<file path="src/rtl/sdram_wb_bridge.sv">
`default_nettype none
// ============================================================================
//  Module   : sdram_wb_bridge
//  Purpose  : Wishbone classic slave to single-word SDRAM controller bridge.
//             Hits inside the BASE_HI window become one controller request
//             each and receive one single-cycle ack. Reads wait for
//             ctrl_out_valid or give up after RD_TIMEOUT cycles.
//  Options  : define SDRAM_WB_RMW_EN to turn partial-byte writes into
//             read-modify-write sequences. Without it, sel is only used to
//             drop writes with sel=0; every other write is a full word.
//  Revision : 1.0  initial release
// ============================================================================
module sdram_wb_bridge #(
  parameter logic [7:0] BASE_HI    = 8'h38,
  parameter logic [9:0] RD_TIMEOUT = 10'd1023
) (
  input  logic        clk,
  input  logic        rst,
  input  logic        wbs_cyc_i,
  input  logic        wbs_stb_i,
  input  logic        wbs_we_i,
  input  logic [3:0]  wbs_sel_i,
  input  logic [31:0] wbs_adr_i,
  input  logic [31:0] wbs_dat_i,
  output logic        wbs_ack_o,
  output logic [31:0] wbs_dat_o,
  output logic [22:0] ctrl_addr,
  output logic        ctrl_rw,
  output logic [31:0] ctrl_wdata,
  output logic        ctrl_in_valid,
  input  logic        ctrl_busy,
  input  logic [31:0] ctrl_rdata,
  input  logic        ctrl_out_valid
);

  typedef enum logic [2:0] {
    IDLE     = 3'd0,
    ISSUE    = 3'd1,
    GUARD    = 3'd2,
    RD_WAIT  = 3'd3,
    RMW_WAIT = 3'd4,
    MERGE    = 3'd5,
    ACK      = 3'd6
  } state_t;

  localparam logic [31:0] C_TIMEOUT_DATA = 32'hDEAD_BEEF;

  state_t      state_q, state_d;
  logic [22:0] addr_q, addr_d;
  logic [31:0] wdata_q, wdata_d;
  logic [3:0]  sel_q, sel_d;
  logic [31:0] rd_word_q, rd_word_d;
  logic        rmw_q, rmw_d;
  logic [31:0] rdata_q, rdata_d;
  logic        ack_q, ack_d;
  logic        in_valid_q, in_valid_d;
  logic        rw_q, rw_d;
  logic [9:0]  tmo_q, tmo_d;

  logic        w_hit;
  logic        w_partial;
  logic [9:0]  w_tmo_next;
  logic        unused_adr_bits;

  assign w_hit      = wbs_cyc_i & wbs_stb_i & (wbs_adr_i[31:24] == BASE_HI);
  assign w_tmo_next = tmo_q + 10'd1;

  // Byte-lane offset and the bit above the 8 MB window carry no meaning here
  assign unused_adr_bits = ^{wbs_adr_i[23], wbs_adr_i[1:0]};

`ifdef SDRAM_WB_RMW_EN
  // Only a genuinely partial write (some but not all lanes) needs the old word
  assign w_partial = (wbs_sel_i != 4'hF) && (wbs_sel_i != 4'h0);
`else
  assign w_partial = 1'b0;
`endif

  // Next-state and next-output computation for the transaction sequencer
  always_comb begin
    state_d    = state_q;
    addr_d     = addr_q;
    wdata_d    = wdata_q;
    sel_d      = sel_q;
    rd_word_d  = rd_word_q;
    rmw_d      = rmw_q;
    rdata_d    = rdata_q;
    rw_d       = rw_q;
    tmo_d      = tmo_q;
    ack_d      = 1'b0;
    in_valid_d = 1'b0;
    case (state_q)
      IDLE: begin
        if (w_hit && !ctrl_busy) begin
          addr_d  = {wbs_adr_i[22:2], 2'b00};
          wdata_d = wbs_dat_i;
          sel_d   = wbs_sel_i;
          if (wbs_we_i && (wbs_sel_i == 4'h0)) begin
            // Nothing to write: acknowledge without touching the controller
            state_d = ACK;
            ack_d   = 1'b1;
          end else begin
            rw_d       = wbs_we_i & ~w_partial;
            rmw_d      = wbs_we_i & w_partial;
            in_valid_d = 1'b1;
            state_d    = ISSUE;
          end
        end
      end
      ISSUE: state_d = GUARD;
      GUARD: begin
        // Controller busy is not yet valid here; it lags acceptance by a cycle
        tmo_d = 10'd0;
        if (rw_q) begin
          state_d = ACK;
          ack_d   = 1'b1;
        end else if (rmw_q) begin
          state_d = RMW_WAIT;
        end else begin
          state_d = RD_WAIT;
        end
      end
      RD_WAIT, RMW_WAIT: begin
        if (ctrl_out_valid) begin
          if (state_q == RMW_WAIT) begin
            rd_word_d = ctrl_rdata;
            state_d   = MERGE;
          end else begin
            rdata_d = ctrl_rdata;
            state_d = ACK;
            ack_d   = 1'b1;
          end
        end else begin
          tmo_d = w_tmo_next;
          if (w_tmo_next == RD_TIMEOUT) begin
            rdata_d = C_TIMEOUT_DATA;
            rmw_d   = 1'b0;
            state_d = ACK;
            ack_d   = 1'b1;
          end
        end
      end
      MERGE: begin
        // Idempotent: enabled lanes keep bus data, others take the old word
        for (int b = 0; b < 4; b++) begin
          wdata_d[8*b +: 8] = sel_q[b] ? wdata_q[8*b +: 8] : rd_word_q[8*b +: 8];
        end
        if (!ctrl_busy) begin
          rw_d       = 1'b1;
          rmw_d      = 1'b0;
          in_valid_d = 1'b1;
          state_d    = ISSUE;
        end
      end
      ACK:     state_d = IDLE;
      default: state_d = IDLE;
    endcase
  end

  // State and registered outputs, cleared asynchronously
  always_ff @(posedge clk or posedge rst) begin
    if (rst) begin
      state_q    <= IDLE;
      addr_q     <= '0;
      wdata_q    <= '0;
      sel_q      <= '0;
      rd_word_q  <= '0;
      rmw_q      <= 1'b0;
      rdata_q    <= '0;
      ack_q      <= 1'b0;
      in_valid_q <= 1'b0;
      rw_q       <= 1'b0;
      tmo_q      <= '0;
    end else begin
      state_q    <= state_d;
      addr_q     <= addr_d;
      wdata_q    <= wdata_d;
      sel_q      <= sel_d;
      rd_word_q  <= rd_word_d;
      rmw_q      <= rmw_d;
      rdata_q    <= rdata_d;
      ack_q      <= ack_d;
      in_valid_q <= in_valid_d;
      rw_q       <= rw_d;
      tmo_q      <= tmo_d;
    end
  end

  assign wbs_ack_o     = ack_q;
  assign wbs_dat_o     = rdata_q;
  assign ctrl_addr     = addr_q;
  assign ctrl_rw       = rw_q;
  assign ctrl_wdata    = wdata_q;
  assign ctrl_in_valid = in_valid_q;

endmodule
`default_nettype wire

</file>
<file path="config.mk">
export PLATFORM = sky130hd
export DESIGN_NAME = sdram_wb_bridge
export DESIGN_NICKNAME = d
export VERILOG_FILES = /design/src/rtl/sdram_wb_bridge.sv
export SDC_FILE = /design/constraint.sdc
export NUM_CORES = 1
export LEC_CHECK = 0
export ABC_AREA = 1
export BUFFER_PORTS_ARGS = -buffer_cell sky130_fd_sc_hd__buf_2
export CAP_MARGIN = 10
export CELL_PAD_IN_SITES_DETAIL_PLACEMENT = 0
export CELL_PAD_IN_SITES_GLOBAL_PLACEMENT = 2
export CORE_UTILIZATION = 31
export DETAILED_ROUTE_END_ITERATION = 10
export PLACE_DENSITY_LB_ADDON = 0.12
export SETUP_SLACK_MARGIN = 0.4
export SLEW_MARGIN = 10
export SYNTH_ARGS = -nofsm -noshare
export SYNTH_HDL_FRONTEND = slang
export SYNTH_SLANG_ARGS = --single-unit
</file>
<file path="constraint.sdc">
create_clock -name clk -period 7.2 [get_ports clk]
set_input_delay 0.36 -clock clk [delete_from_list [all_inputs] [get_ports clk]]
set_output_delay 0.36 -clock clk [all_outputs]
set_load 0.01 [all_outputs]
</file>
==> results of run 1 <==
==> power by group <==
| group | internal, mW | switching [mW] |
|---|---|---|
| Clock | 0.582 | 0.348 |
| Combinational | 0.341 | 0.561 |
| Sequential | 1.05 | 0.129 |
==> routing by layer <==
metal | wire length [µm] | global-route usage, % | part of all wire, % | up-vias
met5 | 0 | 0 | 0 | -
met4 | 232 | 6.121 | 1.4 | 0
met3 | 1242 | 5.299 | 7.4 | 17
met2 | 7140 | 26.50 | 42 | 152
met1 | 8250 | 25.12 | 49 | 2390
li1 | - | - | - | 2582
==> through the flow <==
stage               hold slack (ns)  std cells
floorplan                    0.4688        692
global placement             0.4598       1088
detailed placement           0.4597       1088
CTS                         0.03401       1120
global route                0.06236       1120
finish                    -0.004206       1120
==> worst paths after layout <==
| path | from | cells after the start | endpoint |
|---|---|---|---|
| worst max-delay path | state_q[1]$_DFFE_PP0P_ | 6 | ctrl_wdata[24]$_DFFE_PP0P_ |
| worst min-delay path | rst | 2 | ctrl_wdata[10]$_DFFE_PP0P_ |
| worst max register to register | state_q[1]$_DFFE_PP0P_ | 6 | ctrl_wdata[24]$_DFFE_PP0P_ |
| worst min register to register | ctrl_addr[11]$_DFFE_PP0P_ | 2 | ctrl_addr[11]$_DFFE_PP0P_ |
| max in group asynchronous | rst | 3 | wbs_dat_o[6]$_DFFE_PP0P_ |
| min in group clk | wbs_adr_i[12] | 3 | ctrl_addr[12]$_DFFE_PP0P_ |
==> worst max-delay path, delay by kind of cell, from the launching register on <==
| family | cells | cell delay (ns) |
|---|---|---|
| and+or+nand+nor | 2 | 0.87 |
| AOI/OAI and AO/OA | 2 | 0.62 |
| buffers and inverters | 2 | 0.79 |
| DFF | 1 | 0.46 |
==> layout make-up <==
cell class | count | area [µm²]
Sequential cell | 137 | 3428
Clock buffer | 18 | 429.2
Tap cell | 234 | 292.8
Multi-Input combinational cell | 470 | 2152
Clock inverter | 14 | 197.7
Timing Repair Buffer | 195 | 985.9
Inverter | 52 | 200.2
Fill cell | 1972 | 11080
==> flip-flops by register name (all words and copies together), names as in the netlist <==
name / cells
ctrl_wdata: 32
rd_word_q: 32
wbs_dat_o: 32
ctrl_addr: 21
tmo_q: 10
sel_q: 4
state_q: 3
ctrl_in_valid: 1
ctrl_rw: 1
wbs_ack_o: 1
==> cells in the mapped netlist (4+ instances only) <==
master	instances	area share [%]
o21ai_1	32	2.7
nand2_1	215	14
a21oi_2	4	0.59
a21oi_1	26	2.2
o21ai_0	63	5.3
inv_2	5	0.32
buf_2	8	0.67
clkbuf_1	14	0.88
buf_4	4	0.50
a31oi_1	8	0.84
nor2_1	70	4.4
inv_1	47	3.0
dfrtp_1	137	58
buf_6	6	1.1
mux2_2	8	1.5
nand3_1	19	1.6
==> logic make-up after synthesis <==
group                    Yosys count  synth area share (%)
other                              1               0.06298
XOR/XNOR                           2                0.2942
AO/OA/AOI/OAI                    140                 12.61
AND/OR/NAND/NOR                  316                 20.97
buffers and inverters             85                 6.556
multiplexers                       8                 1.513
adder cells (fa/ha/maj)            2                0.4202
flip-flops                       137                 57.58
==> results.md, run 1 <==
- Post-CTS setup buffer count: 0
- Row count: 50
- Placed Instance Area: roughly 7100 µm²
- RSZ-0062 raised after global routing: false
- Setup ws final: around 4.4 ns
- ANT nets after route: 0
- WP data arrival: approximately 3.2 ns
- Fraction of registers with async set or reset after synthesis: 100.0%
- Vias per cell: 4.590
- Starting Density: 31.73%
- Worst setup EP type: register
- CTS Buf Count: 17
- Initial antenna violation count: 0
- Ys flop type: dfrtp_1
- I/O Pins: ~200
- PortBufs: 191
- # H-tree levels: 4
- Seq cells post-synth: roughly 140
- Pins over their slew limit: 0
- Crit path required time: 7.53 ns
- Final core occ: between 40% and 50%
- Final Setup Violations: 0
- Router iterations before antenna repair: 5
- Core footprint: between 15,000 and 20,000 µm²
- Skew-Pair Late Insertion Delay: roughly 0.42 ns
- CTS tree: built
- Worst slew pin tran: 1.041 ns
- Relative slew slack: a little under a third
- Most common cell after layout, fill and taps aside: nand2_1
- Overall Power: about 3 mW
- Leak: slightly below 4 nW
- Crit Path Class: register to register
- EDFF count, synth: 0
- Maximum VDD drop: 0.0001663 V
- Final RePlAce weighted congestion: 0.8372
- Post-Synthesis Cells: 691
- Routed vias: about 5,100
- Startpoint Class: register
- F_max: ~350 MHz
- Power Density: 392.1 nW/µm²
- Mapped cell area: slightly below 6000 µm²
- Drt drc: 0
- Die height: approximately 140 µm
- WL final: 16.87 mm
- Most frequent cells in the layout: nand2_1 (214), buf_2 (191), dfrtp_1 (137)
- Mean post-synth cell area: between 8 and 9 µm²
- Slowest CP cell: nor3_4
- Place WS: 4.307 ns
- NumNets Final: 982
- Final hold slack: -0.004206 ns
- Vias in the first global route: about 5,100
- Largest net degree at the start of global routing: 75
- Reg clk slew, reported paths: about 0.060 ns
- Setup TNS: 0 ns
- R2R Setup Slk: 4.36 ns
- CTS resizes: 0
- Proportion of layout cells with a drive suffix above 1: 28.44%
- Clock Tree Buf Depth: 2
- Skew final: a little under 0.009 ns
- Die W: between 100 and 150 µm
- Status: finished, violations left
- Worst path cell trace: nor3_4 -> buf_4 -> inv_2 -> a21oi_4 -> nor2_1 -> a31oi_1
- First-pass GRT wire length: 27.26 mm
- Max cap viols: 0
- Library cells used by synthesis: 32
- Routed wire length per instance: around 15 µm
- Sink Count: 137
- Post-synthesis sequential area ratio: between 50% and 60%
- # hold bufs at CTS: 0
- Syn. warnings: 0
- CP Max Fanout: 46
- Final Hold Fails: 2
- Initial drt markers: around 280
- Min Tclk post-route: 2.841 ns
- GRT Util Overall: approximately 18%
- Failing checks: negative hold slack
- Crit-path max cell delay: a little under 0.8 ns
- Die area: 19,770 µm²
- CTS root buf: clkbuf_16
- Total grt overflow: 0
- Tcrit/Tclk final: between 30% and 40%
- DP HPWL: ~12 mm
- Ant diodes: 0
- Design Area, Final: 7686 µm²
- Hold crit path type: input port to asynchronous set/reset pin
- Area growth syn-to-layout: 29.08%
Note: power is estimated with default switching activity, not from simulation.
==> run 2: changes to the inputs <==
--- a/config.mk
+++ b/config.mk
@@ -10,7 +10,7 @@
 export CAP_MARGIN = 10
 export CELL_PAD_IN_SITES_DETAIL_PLACEMENT = 0
 export CELL_PAD_IN_SITES_GLOBAL_PLACEMENT = 2
-export CORE_UTILIZATION = 31
+export CORE_UTILIZATION = 29
 export DETAILED_ROUTE_END_ITERATION = 10
 export PLACE_DENSITY_LB_ADDON = 0.12
 export SETUP_SLACK_MARGIN = 0.4
==> constraint.sdc (replaced) <==
create_clock -name clk -period 2.81 [get_ports clk]
set_input_delay 0.1405 -clock clk [delete_from_list [all_inputs] [get_ports clk]]
set_output_delay 0.1405 -clock clk [all_outputs]
set_load 0.01 [all_outputs]
==> run 2 against run 1 <==
  * The run now ends clean
  * Clock power grew 150%
  * Routed wire length grew 4.7%
  * Critical path depth grew 8
  * Clock-buffer cell count grew 3
==> results.md, run 2 (synthesized netlist as in run 1, its figures left out) <==
- Vias per cell: between 4 and 5
- Crit path max-delay family: simple AND/OR/NAND/NOR gates
- WL final: roughly 18 mm
- Maximum VDD drop: about 0.00046 V
- Die W: between 100 and 150 µm
- Routed wire length per instance: 14.41 µm
- Final cell count without fillers: approximately 1,200
- Core footprint: between 20,000 and 25,000 µm²
- DP HPWL: approximately 13 mm
- NumNets Final: ~1,100
- Final RePlAce weighted congestion: 0.8007
- Crit path required time: 3.08 ns
- Crit-path max cell delay: ~0.42 ns
- Proportion of layout cells with a drive suffix above 1: about 27%
- Drt drc: 0
- Setup ws final: between 0.7 and 0.8 ns
- Crit Reg-Reg Startpoint: tmo_q[1]$_DFFE_PP0P_
- Final Hold Fails: 0
- Slowest CP cell: dfrtp_1
- GR peak layer: met2
- Cell Count Post-Placement: about 1,100
- Setup TNS: 0 ns
- Startpoint Class: register
- Leak: around 4.2 nW
- RSZ-0062 raised after global routing: false
- Sequential power share: approximately two fifths
- Routed vias: approximately 5,400
- Power Density: around 920 nW/µm²
- Met2 Track Usage GR: between 20% and 30%
- Crit path from: tmo_q[1]$_DFFE_PP0P_
- Hold path cells: 3
- Most common cell after layout, fill and taps aside: nand2_1
- Met3 Resource Use GR: under 10%
- GRT Util Overall: roughly 18%
- CTS tree: built
- PortBufs: approximately 190
- CTS resizes: 0
- Reg clk slew, reported paths: ~0.06 ns
- Crit. path cell count: 14
- Area growth syn-to-layout: 41.73%
- Vias in the first global route: ~5,600
- Int Power: about 5 mW
- Die area: between 20,000 and 25,000 µm²
- Final Setup Violations: 0
- Skew final: approximately 0.0079 ns
- Buffers & Inverters on Critical Path: 3
- FILL cells: around 2,100
- Relative slew slack: 48.06%
- ANT nets after route: 0
- Row count: 52
- I/O Pins: between 150 and 200
- Max cap viols: 0
- Post-CTS setup buffer count: 0
- WP data arrival: around 2.3 ns
- Clock Tree Buf Depth: 2
- R2r worst-path depth: 14
- CP Max Fanout: 32
- Min Tclk post-route: between 2 and 2.5 ns
- Place WS: roughly 0.76 ns
- Ant diodes: 0
- First-pass GRT wire length: between 20 and 30 mm
- Switch Pwr: between 2 and 3 mW
- Pins over their slew limit: 0
- Die height: between 100 and 150 µm
- Hold path startpoint: wbs_sel_i[2]
- Initial antenna violation count: 0
- Skew-Pair Late Insertion Delay: 0.41 ns
- Clock group share of total power: between 20% and 30%
- Worst slew pin tran: between 0.7 and 0.8 ns
- Router iterations before antenna repair: 4
- CTS Buf Count: 17
- Status: finished, final reports clean
- Initial drt markers: about 270
- Most frequent CP cell: nand2_1
- # H-tree levels: 4
- Starting Density: approximately 30%
- Worst path cell trace: ha_1 -> nand2_1 -> inv_1 -> nand2_1 -> inv_1 -> nor2_1 -> nand2_1 -> nor2_1 -> nand2_1 -> nand2_1 -> nand2_2 -> buf_4 -> nand2_1 -> o21ai_0
- Sink Count: 137
- Routing usage on met1: 23.60%
- Comb pwr share: a little under a third
- Most frequent cells in the layout: nand2_1 (214), buf_2 (191), dfrtp_1 (137)
- F_max: 491.0 MHz
- Largest net degree at the start of global routing: approximately 50
- Total grt overflow: 0
- Hold crit path type: input port to register
- Worst setup EP type: register
- Sw Ratio: between 30% and 40%
- CTS root buf: clkbuf_16
- Final hold slack: between 0.03 and 0.04 ns
- FF/Latch Area: 3428 µm²
- Multi-input gate area: 2150 µm²
- Crit Path Class: register to register
- Tcrit/Tclk final: around 72%
-- run 2: changes by cell type in the layout (fill, tap and decap cells not counted), sizes merged, moves of 2 or more --
cell | previous run | this run
dlygate4sd3 | 0 | 64
clkinvlp | 2 | 4
buf | 195 | 201
clkbuf | 18 | 21
clkinv | 7 | 5
inv | 53 | 51
-- run 2: worst paths after layout --
| check | endpoint | slack [ns] |
|---|---|---|
| max in group asynchronous | tmo_q[7]$_DFFE_PP0P_ | 1.68 |
| min in group asynchronous | rd_word_q[9]$_DFFE_PP0P_ | 0.37 |
| hold reg to reg | ctrl_addr[20]$_DFFE_PP0P_ | 0.48 |
| setup reg to reg | wbs_dat_o[8]$_DFFE_PP0P_ | 0.77 |
| hold / removal | sel_q[2]$_DFFE_PP0P_ | 0.03 |
| setup / recovery | wbs_dat_o[8]$_DFFE_PP0P_ | 0.77 |
-- run 2: routing by layer --
metal  vias up  wire length [µm]  share of wire, %
met5         -                 0                 0
met4         0               160              0.91
met3         8              1168               6.6
met2       146              7609                43
met1      2502              8725                49
li1       2722                 -                 -
-- run 2: per-stage QoR --
step	utilization, %	power (mW)	cell area, µm²
final	41.84	7.745	8439
after global routing	41.84	8.345	8439
after CTS	41.84	7.857	8439
after detailed placement	35.61	5.429	7183
after global placement	35.61	5.366	7183
after floorplan	-	4.500	5962
-- run 2: power by group through the flow --
stage                     Combinational [mW]  Clock, mW  Sequential [mW]
after floorplan                         1.24          0             3.26
after global placement                  2.31          0             3.05
after detailed placement                2.35          0             3.08
after CTS                               2.43       2.38             3.05
after global routing                    2.72       2.48             3.15
final                                   2.39       2.30             3.05
-- run 2: tightest hold or removal path, stage by stage --
cell	delay [ns]
buf_2	0.10
inv_1	0.07
o21ai_0	0.08
-- run 2: repair_timing --
item | in CTS | in global routing
hold buffers | 64 | 0
endpoints found under the setup margin | 0 | 0
endpoints found under the hold margin | 100 | 0
-- run 2: area by class of cell --
| class | count | share of cell area (%) |
|---|---|---|
| Inverter | 52 | 2.357 |
| Tap cell | 270 | 4.003 |
| Clock inverter | 11 | 1.720 |
| Sequential cell | 137 | 40.62 |
| Clock buffer | 21 | 5.574 |
| Timing Repair Buffer | 265 | 20.25 |
| Multi-Input combinational cell | 470 | 25.47 |
